## src/rtl/rotate_cmd_sequencer.sv

```systemverilog
// Command front end for the barrel rotator: expands each accepted rotate command into
// cmd_count+1 registered beats whose amount advances by the step modulo DATA_WIDTH.
module rotate_cmd_sequencer #(
  parameter int DATA_WIDTH  = 32,
  parameter int SHIFT_WIDTH = $clog2(DATA_WIDTH),
  parameter int COUNT_WIDTH = 8
) (
  input  logic                   clk,
  input  logic                   rst_n,
  input  logic                   flush,
  input  logic                   cmd_valid,
  output logic                   cmd_ready,
  input  logic [DATA_WIDTH-1:0]  cmd_data,
  input  logic [SHIFT_WIDTH-1:0] cmd_amount,
  input  logic [SHIFT_WIDTH-1:0] cmd_step,
  input  logic [COUNT_WIDTH-1:0] cmd_count,
  input  logic                   cmd_direction,
  output logic                   rot_valid,
  input  logic                   rot_ready,
  output logic [DATA_WIDTH-1:0]  rot_data,
  output logic [SHIFT_WIDTH-1:0] rot_amount,
  output logic                   rot_direction,
  output logic                   rot_last
);

  typedef enum logic {IDLE, ISSUE} state_t;

  localparam logic [SHIFT_WIDTH:0] DW_EXT = (SHIFT_WIDTH+1)'(DATA_WIDTH);

  state_t                 state;
  logic [SHIFT_WIDTH-1:0] step_q;
  logic [COUNT_WIDTH-1:0] remaining;
  logic                   accept;

  // A single conditional subtract is enough because 2^SHIFT_WIDTH < 2*DATA_WIDTH.
  function automatic logic [SHIFT_WIDTH-1:0] wrap_amount(input logic [SHIFT_WIDTH:0] x);
    logic [SHIFT_WIDTH:0] r;
    r = (x >= DW_EXT) ? x - DW_EXT : x;
    return r[SHIFT_WIDTH-1:0];
  endfunction

  function automatic logic [SHIFT_WIDTH-1:0] norm_amount(input logic [SHIFT_WIDTH-1:0] x);
    return wrap_amount({1'b0, x});
  endfunction

  function automatic logic [SHIFT_WIDTH-1:0] advance_amount(input logic [SHIFT_WIDTH-1:0] a,
                                                            input logic [SHIFT_WIDTH-1:0] s);
    return wrap_amount({1'b0, a} + {1'b0, s});
  endfunction

  assign cmd_ready = !flush && ((state == IDLE) || (rot_last && rot_ready));
  assign accept    = cmd_valid && cmd_ready;

  always_ff @(posedge clk or negedge rst_n) begin
    if (!rst_n) begin
      state         <= IDLE;
      rot_valid     <= 1'b0;
      rot_last      <= 1'b0;
      rot_data      <= '0;
      rot_amount    <= '0;
      rot_direction <= 1'b0;
      step_q        <= '0;
      remaining     <= '0;
    end else if (flush) begin
      state     <= IDLE;
      rot_valid <= 1'b0;
      rot_last  <= 1'b0;
    end else if (accept) begin
      // Also covers the back-to-back load on the last beat of the previous command.
      state         <= ISSUE;
      rot_valid     <= 1'b1;
      rot_data      <= cmd_data;
      rot_amount    <= norm_amount(cmd_amount);
      rot_direction <= cmd_direction;
      step_q        <= norm_amount(cmd_step);
      remaining     <= cmd_count;
      rot_last      <= (cmd_count == '0);
    end else if (state == ISSUE && rot_ready) begin
      if (rot_last) begin
        state     <= IDLE;
        rot_valid <= 1'b0;
        rot_last  <= 1'b0;
      end else begin
        remaining  <= remaining - 1'b1;
        rot_amount <= advance_amount(rot_amount, step_q);
        rot_last   <= (remaining == COUNT_WIDTH'(1));
      end
    end
  end

endmodule

```

## config.mk

```make
export PLATFORM = sky130hd
export DESIGN_NAME = rotate_cmd_sequencer
export DESIGN_NICKNAME = d
export VERILOG_FILES = /design/src/rtl/rotate_cmd_sequencer.sv
export SDC_FILE = /design/constraint.sdc
export NUM_CORES = 1
export LEC_CHECK = 0
export CORE_ASPECT_RATIO = 0.8
export CORE_MARGIN = 3
export CORE_UTILIZATION = 25
export CTS_CLUSTER_SIZE = 20
export DETAILED_ROUTE_END_ITERATION = 6
export GPL_TIMING_DRIVEN = 0
export RECOVER_POWER = 100
export SLEW_MARGIN = 20
export SYNTH_ARGS = -nofsm -noshare
export SYNTH_HDL_FRONTEND = slang
export SYNTH_SLANG_ARGS = --single-unit
```

## constraint.sdc

```tcl
create_clock -name clk -period 4.05 [get_ports clk]
set_clock_uncertainty 0.05 [all_clocks]
set_input_delay 1.0125 -clock clk [delete_from_list [all_inputs] [get_ports clk]]
set_output_delay 1.0125 -clock clk [all_outputs]
set_load 0.02 [all_outputs]
```

Word level (Yosys, flattened, before mapping)
Index checks and enable logic that the tools add are counted.
{"block": "totals", "ff_bits": 53, "in_bits": 56, "out_inout_bits": 41, "word_cells": 43}
{"block": "op_classes", "addsub": 3, "magnitude_cmp": 1, "n_eq_ne": 2, "muxes": 15, "bitwise": 2, "reduce_logical": 13}
{"operator": "8-bit two-way mux", "n": 3}
{"operator": "5-bit two-way mux", "n": 4}
{"operator": "8-bit by 1-bit == test with 1-bit output, second input constant", "n": 1}
{"operator": "8-bit zero test", "n": 1}
{"operator": "1-bit two-way mux", "n": 8}
{"operator": "8-bit by 1-bit subtractor with 8-bit output, second input constant", "n": 1}
{"operator": "5-bit by 5-bit adder with 6-bit output", "n": 1}
{"operator": "6-bit >= comparator, second input constant", "n": 1}
{"operator": "3-bit nonzero test", "n": 2}
{"operator": "5-bit by 1-bit subtractor with 5-bit output, second input constant", "n": 1}
{"operator": "1-bit logical AND", "n": 4}
{"operator": "2-bit AND reduction", "n": 2}
{"operator": "3-bit AND reduction", "n": 1}
{"operator": "2-bit by 1-bit != test with 1-bit output, second input constant", "n": 1}
{"operator": "1-bit inverter", "n": 2}
{"operator": "2-bit nonzero test", "n": 1}
{"operator": "1-bit zero test", "n": 1}
{"operator": "1-bit logical OR", "n": 1}

Depth between registers and ports, before layout
Gate-level depths: netlist (run 1).
{"block": "logic_depth", "ltp_word": 6, "depth_mapped": 8, "mapped_depth_nobuf": 8}

Worst setup path after synthesis (run 1)
Ideal clock, no wire load.
{"block": "synth_timing", "kind": "input port to output port", "start": "input rot_ready", "end": "output cmd_ready", "arrival_ns": 1.288, "required_ns": 2.988, "path_slack_ns": 1.700, "path_stages": 2, "path_buffers": 0, "path_cell_list": "a21boi_2 nor2_2"}
{"block": "synth_between", "elab_chain_len": 3}
{"element": "start: declaration", "line": "19", "rtl": "input logic rot_ready,"}
{"element": "1-bit logical AND", "line": "51", "rtl": "assign cmd_ready = !flush && ((state == IDLE) || (rot_last && rot_ready));"}
{"element": "1-bit logical OR", "line": "51"}
{"element": "1-bit logical AND", "line": "51"}
{"element": "end: declaration", "line": "12", "rtl": "output logic cmd_ready,"}
No other way between the ends.

Final worst setup path (run 1)
Ends and elaborated chain as after synthesis.

==> reports/qor.yml, run 1 <==
status: "completed"
leakage_nw: 1.707
cts_max_level: 2
path_cells: "dlygate4sd3_1, a21boi_0, nor2_2, dlygate4sd3_1"
die_h_um: 92.69
numCtsBuffers: 5
tns_ps: 0
crit_path_top_delay_cell: "dlygate4sd3_1"
drtAntennaViolNets: 0
synth_top_area_cell: "dfrtp_1"
synth.area.top_cells: "dfrtp_1 (56%), nand2_1 (20%), ha_1 (3.2%), nor2_1 (2.2%), a221o_1 (1.7%)"
yosysSeqAreaShare_pct: 56.47
clkTransAtPathRegs_ps: 60
drt_iter0_drc: 82
postCtsSetupBuffers: 0
diodes: 0
wl_um: 6346
rows: 30
cp_max_fo: 3
worst-r2r-setup-slack_ps: 1990
synth_warnings: 0
viasPerCell: 4.308
endpoint_kind: "primary output"
cpPeakStageDelay_ps: 660
post-route-min-period_ps: 3676
grt_pass1_vias: 2023
criticalPathCategory: "input port to primary output"
vdd_drop_max_mv: 0.2440
crit_path_start_kind: "input port"
antenna_found_initial: 0
syn_avg_cell_area_sq_um: 8.964
maxClockFrequency_mhz: 272.0
relSlewSlack_pct: 11.33
path_buf_inv: 2
root_buffer: "clkbuf_16"
design_area_sq_mm: 0.003588
p_per_area_mw_per_mm2: 451.7
finalHoldViolations: 0
synth_cells: 262
drt-pass1-iter-count: 4
max_cap_violations: 0
clock-sinks: 53
maxSlewViolCount: 0
drc: 0
port_buffers: 96
tritoncts: "done"
core_area_sq_mm: 0.008821
worst_skew_pair.late_latency_ps: 290
cts.path.max_buffers: 2
ys_types: 34
nets: 428
placed_cell_area_sq_mm: 0.003447
worst_slew_pin_slew_ps: 1330
grt_max_degree: 54
synth_top_area_share_pct: 56.47
io_pins: 97
setup_violations: 0
rsz0062_at_grt: "false"
grt_pass1_wl_um: 10140
drive_gt1_share_pct: 4.372
worstPathArrival_ps: 2610
dr_total_vias: 2059
place_congestion: 0.7555
syn-num-nets: 325
wl_per_cell_um: 13.28
die_w_um: 114.4
syn-cell-area_sq_mm: 0.002349
area_delta_synth_final_pct: 52.80
synth-seq-cells: 53
period_share_pct: 90.77
crit_family: "buffers and inverters"
cts_hold_buf: 0
track_usage_pct: 12.07
dp_hpwl_um: 4625
initial_utilization_pct: 26.62
post_cts.resized_instances: 0
hold_class: "flip-flop to flip-flop"
fillers: 924
grt-ovfl-total: 0
worstPathRequired_ps: 2990
dieArea_sq_mm: 0.01060
cpMostUsedCell: "dlygate4sd3_1"
[per-stage QoR]
step,worst slack [ps],instances,hold WS (ps),total power [mW],utilization [%]
floorplan,1700,262,399.7,0.9512,-
global placement,148.7,470,407.2,1.206,39.11
detailed placement,646.2,470,412.0,1.217,39.08
CTS,643.2,478,428.6,1.681,40.87
global route,317.0,478,441.4,1.734,40.68
finish,373.7,478,415.2,1.621,40.68
[where the power goes]
part	switching [mW]	internal, mW	total [mW]
sequential	0.0617	0.624	0.686
combinational	0.261	0.228	0.489
clock	0.184	0.262	0.446
[layer usage]
layer  vias up  GRT usage (%)  part of all wire (%)
met2        69          19.01                    44
met1       937          15.90                    47
met5         -              0                     0
met4         0          2.967                  0.60
met3         5          4.180                   8.2
li1       1048              -                     -
[registers in the layout (all words and copies together) (netlist names)]
name / count
remaining: 8
state: 1
step_q: 5
rot_amount: 5
rot_direction: 1
rot_data: 32
rot_last: 1
[layout by cell type (no fill, tap or decap), types with 2 or more instances in the layout]
master,instances
nand3_1,5
clkbuf_1,7
xnor2_1,2
or3_1,3
nor4_1,2
a221o_1,4
dlygate4sd3_1,42
ha_1,6
clkbuf_8,2
inv_1,5
o211ai_1,2
clkdlybuf4s50_1,53
buf_2,4
nor2_1,14
a21o_1,2
clkbuf_2,2
a21oi_1,5
clkbuf_16,5
o21ai_0,4
dfrtp_1,53
xor2_1,4
nand2_1,124
[kinds of logic after synthesis]
family | count (synthesis) | share of synthesized area (%)
adder cells (fa/ha/maj) | 7 | 4.049
AO/OA/AOI/OAI | 24 | 7.245
AND/OR/NAND/NOR | 155 | 26.59
flip-flops | 53 | 56.47
buffers and inverters | 17 | 3.409
XOR/XNOR | 6 | 2.238
[path summary, 6_finish.rpt]
kind,from,end,depth (start not counted)
min in group asynchronous,rst_n,remaining[6],1
setup / recovery,rot_ready,cmd_ready,4
hold reg to reg,rot_data[29],rot_data[29],2
setup reg to reg,rot_last,rot_amount[3],6
hold / removal,rot_data[29],rot_data[29],2
max in group asynchronous,rst_n,rot_data[29],1
[worst min-delay path: stages (launching register included)]
cell,delay [ps]
dfrtp_1,330
nand2_1,50
nand2_1,50
[cells in the mapped netlist, drive strengths merged]
master and count:
nor2 15, xnor2 2, clkbuf 5, nor4bb 1, o21ai 5, nor4 2, nand2b 1, o22ai 1
xor2 4, a311oi 1, dfrtp 53, a21o 2, ha 6, fa 1, or3 3, inv 5
nor3 2, buf 7, nand3 5, and2 1, a22o 1, nand2 124, a21boi 1, nand4 1
a31oi 1, o211ai 2, o311ai 1, a221o 4, a21oi 5
[layout make-up]
cell class | instances | area, sq um | share of cell area, %
sequential | 53 | 1326 | 36.96
timing repair buffer | 96 | 955.9 | 26.64
multi-input combinational | 192 | 938.4 | 26.15
clock buffer | 7 | 152.6 | 4.254
tap | 112 | 140.1 | 3.905
buffer | 12 | 51.30 | 1.430
inverter | 5 | 18.77 | 0.5230
clock inverter | 1 | 5.005 | 0.1395
Power figures use the tool's default switching activity.
==> inputs of run 2 (changes only) <==
--- a/config.mk
+++ b/config.mk
@@ -7,10 +7,11 @@
 export LEC_CHECK = 0
 export CORE_ASPECT_RATIO = 0.8
 export CORE_MARGIN = 3
-export CORE_UTILIZATION = 25
+export CORE_UTILIZATION = 46
 export CTS_CLUSTER_SIZE = 20
 export DETAILED_ROUTE_END_ITERATION = 6
 export GPL_TIMING_DRIVEN = 0
+export PLACE_DENSITY = 0.85
 export RECOVER_POWER = 100
 export SLEW_MARGIN = 20
 export SYNTH_ARGS = -nofsm -noshare
==> run 2 against run 1 <==
Compared with the run above:
- first-iteration DRC count rose by 38%
- core utilization grew 32 points
- critical path type unchanged
- hold slack gained 8.6 ps
- largest power group unchanged
- sequential power about the same
- register-to-register slack improved by 20 ps
==> reports/qor.yml, run 2 (synthesis results as in run 1) <==
status: "completed"
crit_path_top_delay_cell: "dlygate4sd3_1"
post-route-min-period_ps: 3667
total_power_mw: 1.528
place_congestion: 0.8101
initial_utilization_pct: 49.32
hold_class: "flip-flop to flip-flop"
path_cells: "dlygate4sd3_1, a21boi_0, nor2_2, dlygate4sd3_1"
wl_per_cell_um: 13.81
period_share_pct: 90.55
final_common_cell: "nand2_1"
design_area_sq_mm: 0.003480
rows: 22
cts_max_level: 2
endpoint_kind: "primary output"
reg.largest.list: "rot_data (32), remaining (8)"
finalHoldViolations: 0
placed_cell_area_sq_mm: 0.003382
leakage_nw: 1.670
grt-ovfl-total: 0
maxClockFrequency_mhz: 272.7
drc: 0
drt_iter0_drc: 113
layout.cells.non_filler: 426
drt-pass1-iter-count: 4
tritoncts: "done"
die_w_um: 85.89
worstPathArrival_ps: 2600
core_area_sq_mm: 0.004762
diodes: 0
cts_hold_buf: 0
viasPerCell: 4.939
cp_max_fo: 3
wl_um: 5881
criticalPathCategory: "input port to primary output"
io_pins: 97
port_buffers: 96
grt_max_degree: 54
post_cts.resized_instances: 0
tns_ps: 0
final_cell_mix: "nand2_1 (124), clkdlybuf4s50_1 (53), dfrtp_1 (53)"
root_buffer: "clkbuf_8"
maxSlewViolCount: 0
numCtsBuffers: 5
area_delta_synth_final_pct: 48.16
clock-sinks: 53
die_h_um: 69.91
clkTransAtPathRegs_ps: 90
largest_reg_flops: 32
antenna_found_initial: 0
dp_hpwl_um: 4478
track_usage_pct: 20.38
setup_violations: 0
top_register: "rot_data"
cpPeakStageDelay_ps: 660
placed_cells: 418
rsz0062_at_grt: "false"
dieArea_sq_mm: 0.006004
postCtsSetupBuffers: 0
worstPathRequired_ps: 2990
grt_pass1_wl_um: 9770
nets: 428
worst_skew_pair.late_latency_ps: 300
vdd_drop_max_mv: 0.3185
grt_pass1_vias: 2078
dr_total_vias: 2104
p_per_area_mw_per_mm2: 439.0
worst_slew_pin_slew_ps: 635.6
drtAntennaViolNets: 0
max_cap_violations: 0
relSlewSlack_pct: 57.63
cpMostUsedCell: "dlygate4sd3_1"
drive_gt1_share_pct: 3.552
crit_path_start_kind: "input port"
cts.path.max_buffers: 2
[run 2: cell count changes in the layout (fill, tap and decap cells not counted), sizes merged]
cell      before  now
buf            4    2
clkinvlp       0    1
bufinv         0    1
[run 2: stage by stage]
step	hold WS (ps)	setup WS, ps	utilization [%]
6_report	423.8	382.9	73.07
5_1_grt	453.7	312.0	73.07
4_1_cts	434.4	616.7	73.44
3_5_place_dp	411.5	622.6	71.02
3_3_place_gp	406.5	332.0	71.07
2_1_floorplan	399.7	1700	-
[run 2: path summary, 6_finish.rpt]
path / slack [ps] / startpoint / end / cells after the start
max: 380 / rot_ready / cmd_ready / 4
min: 420 / rot_data[4] / rot_data[4] / 2
max reg2reg: 2010 / rot_last / rot_amount[3] / 6
min reg2reg: 420 / rot_data[4] / rot_data[4] / 2
max in group asynchronous: 2840 / rst_n / rot_data[31] / 1
min in group asynchronous: 680 / rst_n / rot_data[21] / 1
[run 2: final cells by class]
| class | instances | area, sq um |
|---|---|---|
| Clock inverter | 3 | 46.29 |
| Sequential cell | 53 | 1326 |
| Tap cell | 60 | 75.07 |
| Multi-Input combinational cell | 192 | 938.4 |
| Clock buffer | 5 | 68.82 |
| Fill cell | 361 | 1282 |
| Timing Repair Buffer | 96 | 958.4 |
| Inverter | 5 | 18.77 |
| Buffer | 12 | 47.55 |
[run 2: critical path: cells and delay by family]
| family | cells | cell delay [ps] |
|---|---|---|
| buffers and inverters | 2 | 1240 |
| AOI/OAI and AO/OA | 1 | 280 |
| and+or+nand+nor | 1 | 70 |
[run 2: routing by layer]
layer,wire length (um),track usage (%),vias up
met5,0,0,-
met4,17,4.921,0
met3,486,6.132,2
met2,2732,32.08,74
met1,2645,27.64,981
li1,-,-,1047
[run 2: power breakdown]
part,internal [mW],switching (mW)
clock,0.185,0.171
sequential,0.623,0.0619
combinational,0.227,0.259
==> patch 1 (flow settings as in run 2) <==
Set the parameter `DATA_WIDTH` to 64 (it was 32).
--- a/src/rtl/rotate_cmd_sequencer.sv
+++ b/src/rtl/rotate_cmd_sequencer.sv
@@ -3,3 +3,3 @@
 module rotate_cmd_sequencer #(
-  parameter int DATA_WIDTH  = 32,
+  parameter int DATA_WIDTH  = 64,
   parameter int SHIFT_WIDTH = $clog2(DATA_WIDTH),
Ports: changed (5 resized); port bits go from 97 to 164. No check against the original RTL was run, so the function may have changed too.
==> patch 1 against run 2 <==
- worst setup slack got worse by 0.021 ns
- wire length rose by 62%
- critical path depth did not move
- sequential cell count rose by 34
- power rose by 71%
- clock power rose by 62%
- synthesized cell count rose by 4.2%
- the flow now finishes with violations (max-capacitance violations, max-slew violations)
- cell area rose by 63%
- synthesized area rose by 59%
==> patch 1: results <==
{
  "clock_latency_ns": 0.34,
  "r2r_start": "state",
  "status": "finished with violations",
  "reg2reg_slack_ns": 1.33,
  "fin_hold_ws_ns": 0.453,
  "cts_made_buffers": 9,
  "hold-path-cell-count": 1,
  "synthTopCellsByCount": "87 x dfrtp_1, 71 x mux2_2, 14 x nand2_1",
  "cp_max_fo": 5,
  "violations": "max-capacitance violations, max-slew violations",
  "max_slew_margin_pct": -59.6,
  "htree_levels": 3,
  "yosysUniqueCellTypes": 42,
  "place_area_sq_um": 5500,
  "n_fill_cell": 579,
  "wl_per_cell_um": 17.1,
  "grt_pass1_vias": 3045,
  "grt_pass1_wl_um": 15700,
  "slew_viol_final": 45,
  "grtUsageTotal_pct": 21.7,
  "max_cap_violations": 1,
  "hold_start": "rot_data[11]",
  "r2r_cells": 5,
  "synth.area.top_cells": "dfrtp_1 58%, mux2_2 21%, ha_1 2.3%, o21ai_0 1.5%, nand2_1 1.4%",
  "drt_iter0_drc": 134,
  "io_buffers": 162,
  "use_met3_pct": 7.89,
  "grt_use_met2_pct": 36.5,
  "place.gp.congestion": 0.873,
  "syn_nets": 371,
  "grt_max_degree": 46,
  "r2r_end": "rot_data[13]",
  "use_met1_pct": 27.0,
  "largestRegisters": "rot_data (64), remaining (8)",
  "via_per_inst": 5.15,
  "dp_hpwl_um": 7440,
  "power_leakage_nw": 2.34,
  "arrival_ns": 2.63,
  "p_sw_mw": 0.833,
  "yosysSeqAreaShare_pct": 58.4
}
==> patch 1: cell types whose count changed after synthesis, sizes merged, moves of 3 or more <==
cell	change
nand2	-110
nor3	+4
nor2	-3
buf	+3
o21ai	+7
inv	+3
dfrtp	+34
xor2	-3
a21oi	-4
mux2	+71
a211oi	+4
==> patch 1: kinds of logic (layout without fill, tap and decap cells) <==
kind of cell / after synthesis / after routing / share of synthesized area, %
AO/OA/AOI/OAI: 36 / 36 / 7.12
AND/OR/NAND/NOR: 48 / 48 / 7.08
XOR/XNOR: 2 / 2 / 0.470
multiplexers: 71 / 71 / 21.5
flip-flops: 87 / 87 / 58.4
buffers and inverters: 21 / 200 / 2.58
adder cells (fa/ha/maj): 8 / 8 / 2.89
==> patch 1: final cells by class <==
class,count,area (sq um),share of cell area [%]
flip-flops and latches,87,2180,38.4
repair buffers,163,1640,28.9
multi-input cells,165,1450,25.6
clock buffers,11,131,2.32
well taps,105,131,2.32
clock inverters,5,58.8,1.04
plain buffers,13,55.1,0.971
inverters,8,30.0,0.530
==> patch 1: per-stage QoR <==
step	setup slack, ns	instances
2_1_floorplan	1.50	273
3_3_place_gp	-1.19	540
3_5_place_dp	0.498	541
4_1_cts	0.496	557
5_1_grt	0.235	557
6_report	0.362	557
==> patch 1: per-layer routing <==
layer / vias to the layer above / part of all wire [%]
li1: 1348 / -
met1: 1378 / 39
met2: 131 / 50
met3: 9 / 9.7
met4: 0 / 1.2
met5: - / 0
==> patch 1: power by group through the flow <==
stage	registers, mW	logic [mW]	clock network (mW)
floorplan	1.33	0.292	0
global placement	1.16	0.929	0
detailed placement	1.17	0.957	0
CTS	1.15	0.965	0.596
global route	1.17	0.968	0.629
finish	1.14	0.898	0.576
==> patch 2 (flow settings as in run 2) <==
Without the edit above. Reset style: synchronous (`rst_n`), changed in one clocked block.
--- a/src/rtl/rotate_cmd_sequencer.sv
+++ b/src/rtl/rotate_cmd_sequencer.sv
@@ -53,3 +53,3 @@
 
-  always_ff @(posedge clk or negedge rst_n) begin
+  always_ff @(posedge clk) begin
     if (!rst_n) begin
Formal check against the unedited RTL: differs if rst_n is asserted again (counterexample within 4 cycles, from zero or initial values and one cycle with rst_n low); with rst_n held inactive, the same outputs for 4 cycles.
==> patch 2 against run 2 <==
- synthesized area is 0.53% higher
- worst setup slack better by 0.15 ns
- wire length is 5.7% higher
- sequential share of layout area is 7.5 points lower
- cell area is 0.36% lower
- core utilization is 0.26 points lower
- first-iteration DRC count is 7.1% lower
- sequential cell count stayed put
- cell count is 4.0% higher
- highest routed layer unchanged
Power is not compared: it rests on default switching activity, and its combinational part moved more than twofold at a synthesized area within 25%.
==> patch 2: results <==
{
  "status": "finished clean",
  "yosysUniqueCellTypes": 38,
  "path_clk_slew_ns": 0.09,
  "cpPeakStageDelay_ns": 0.66,
  "clock_latency_ns": 0.31,
  "diodes": 0,
  "drt-pass1-iter-count": 4,
  "grt_pass1_wl_um": 10200,
  "fin_crit_ns": 3.51,
  "tns_ns": 0,
  "pre_cts_ws_ns": 0.606,
  "grtUsageTotal_pct": 21.1,
  "critPathSlowestCell": "dlygate4sd3_1",
  "grt_pass1_vias": 2231,
  "clockBufferDepth": 2,
  "yosys_warnings": 0,
  "cts_made_buffers": 5,
  "arrival_ns": 2.45,
  "drive_above_1_share_pct": 3.92,
  "cp_max_fo": 4,
  "place.gp.congestion": 0.844,
  "nNetsFinal": 446,
  "startpoint": "rot_ready",
  "via_per_inst": 5.18,
  "max_slew_margin_pct": 68.2,
  "drt-total-wl_um": 6210,
  "reg2reg_slack_ns": 2.05,
  "largestRegisters": "rot_data (32), remaining (8)",
  "post_cts_resized": 0,
  "r2r_start": "rot_amount[0]",
  "cts_setup_buffers": 0,
  "yosysSeqAreaShare_pct": 44.9,
  "synthTopCellsByCount": "88 x nand2_1, 53 x dfxtp_1, 39 x a21boi_1",
  "ir_drop_v": 0.000218,
  "r2r_cells": 8,
  "critPathTopFamily": "buffers and inverters",
  "async_reset_ff_share_pct": 0,
  "hp-class": "reg -> reg",
  "synth.avg_cell_area_sq_um": 8.40,
  "root_buffer": "clkbuf_8",
  "io_buffers": 95,
  "stdcell_count": 443,
  "antenna_found_initial": 0,
  "r2r_end": "rot_amount[4]",
  "htree_levels": 2,
  "grt_max_degree": 16,
  "drt_iter0_drc": 105,
  "crit_path_end": "cmd_ready",
  "ys.flop_type": "dfxtp_1",
  "dp_hpwl_um": 4750,
  "syn_nets": 344,
  "synth.area.top_cells": "dfxtp_1 45%, nand2_1 14%, a21boi_1 12%, ha_1 3.2%, a21oi_1 2.5%",
  "power_leakage_nw": 1.42
}
patch 2: layer usage:
metal	vias up	track usage (%)	part of all wire [%]
met1	1045	27.2	44
met4	0	6.33	0.98
met5	-	0	0
li1	1148	-	-
met2	94	31.8	44
met3	7	8.96	11
patch 2: kinds of logic after synthesis:
logic type,synth area share [%]
XOR/XNOR,2.60
multiplexers,0.424
AO/OA/AOI/OAI,21.8
flip-flops,44.9
adder cells (fa/ha/maj),4.03
AND/OR/NAND/NOR,21.5
buffers and inverters,4.72
patch 2: cell type report:
cell class | instances | area, sq um
buffer | 19 | 83.8
clock buffer | 6 | 82.6
clock inverter | 1 | 7.51
fill | 398 | 1290
inverter | 6 | 22.5
multi-input combinational | 203 | 1180
sequential | 53 | 1060
tap | 60 | 75.1
timing repair buffer | 95 | 951
patch 2: tightest hold or removal path: cells and delay by family, from the launching register on:
| family | cells | cell delay [ns] |
|---|---|---|
| DFF | 1 | 0.32 |
| AOI/OAI and AO/OA | 1 | 0.06 |
| and+or+nand+nor | 1 | 0.04 |
patch 2: how the worst min path moves through the flow:
stage,start,end,slack (ns),depth (start not counted)
after floorplan,step_q[0],step_q[0],0.39,2
after global placement,rot_data[14],rot_data[14],0.39,2
after detailed placement,rot_data[31],rot_data[31],0.39,2
after CTS,rot_data[31],rot_data[31],0.41,2
after global routing,rot_data[20],rot_data[20],0.43,2
final,rot_data[31],rot_data[31],0.41,2
patch 2: power breakdown:
part	switching [mW]	internal, mW	leakage, nW	total (mW)
sequential	0.0185	0.549	0.434	0.567
clock	0.172	0.136	0.0433	0.308
combinational	0.104	0.111	0.940	0.215
patch 2: per-stage QoR:
| stage | instance area [sq um] | power, mW | hold WS [ns] |
|---|---|---|---|
| 3_5_place_dp | 3390 | 0.807 | 0.394 |
| 6_report | 3470 | 1.09 | 0.411 |
| 5_1_grt | 3470 | 1.14 | 0.426 |
| 4_1_cts | 3480 | 1.11 | 0.407 |
| 2_1_floorplan | 2360 | 0.687 | 0.389 |
| 3_3_place_gp | 3390 | 0.801 | 0.390 |
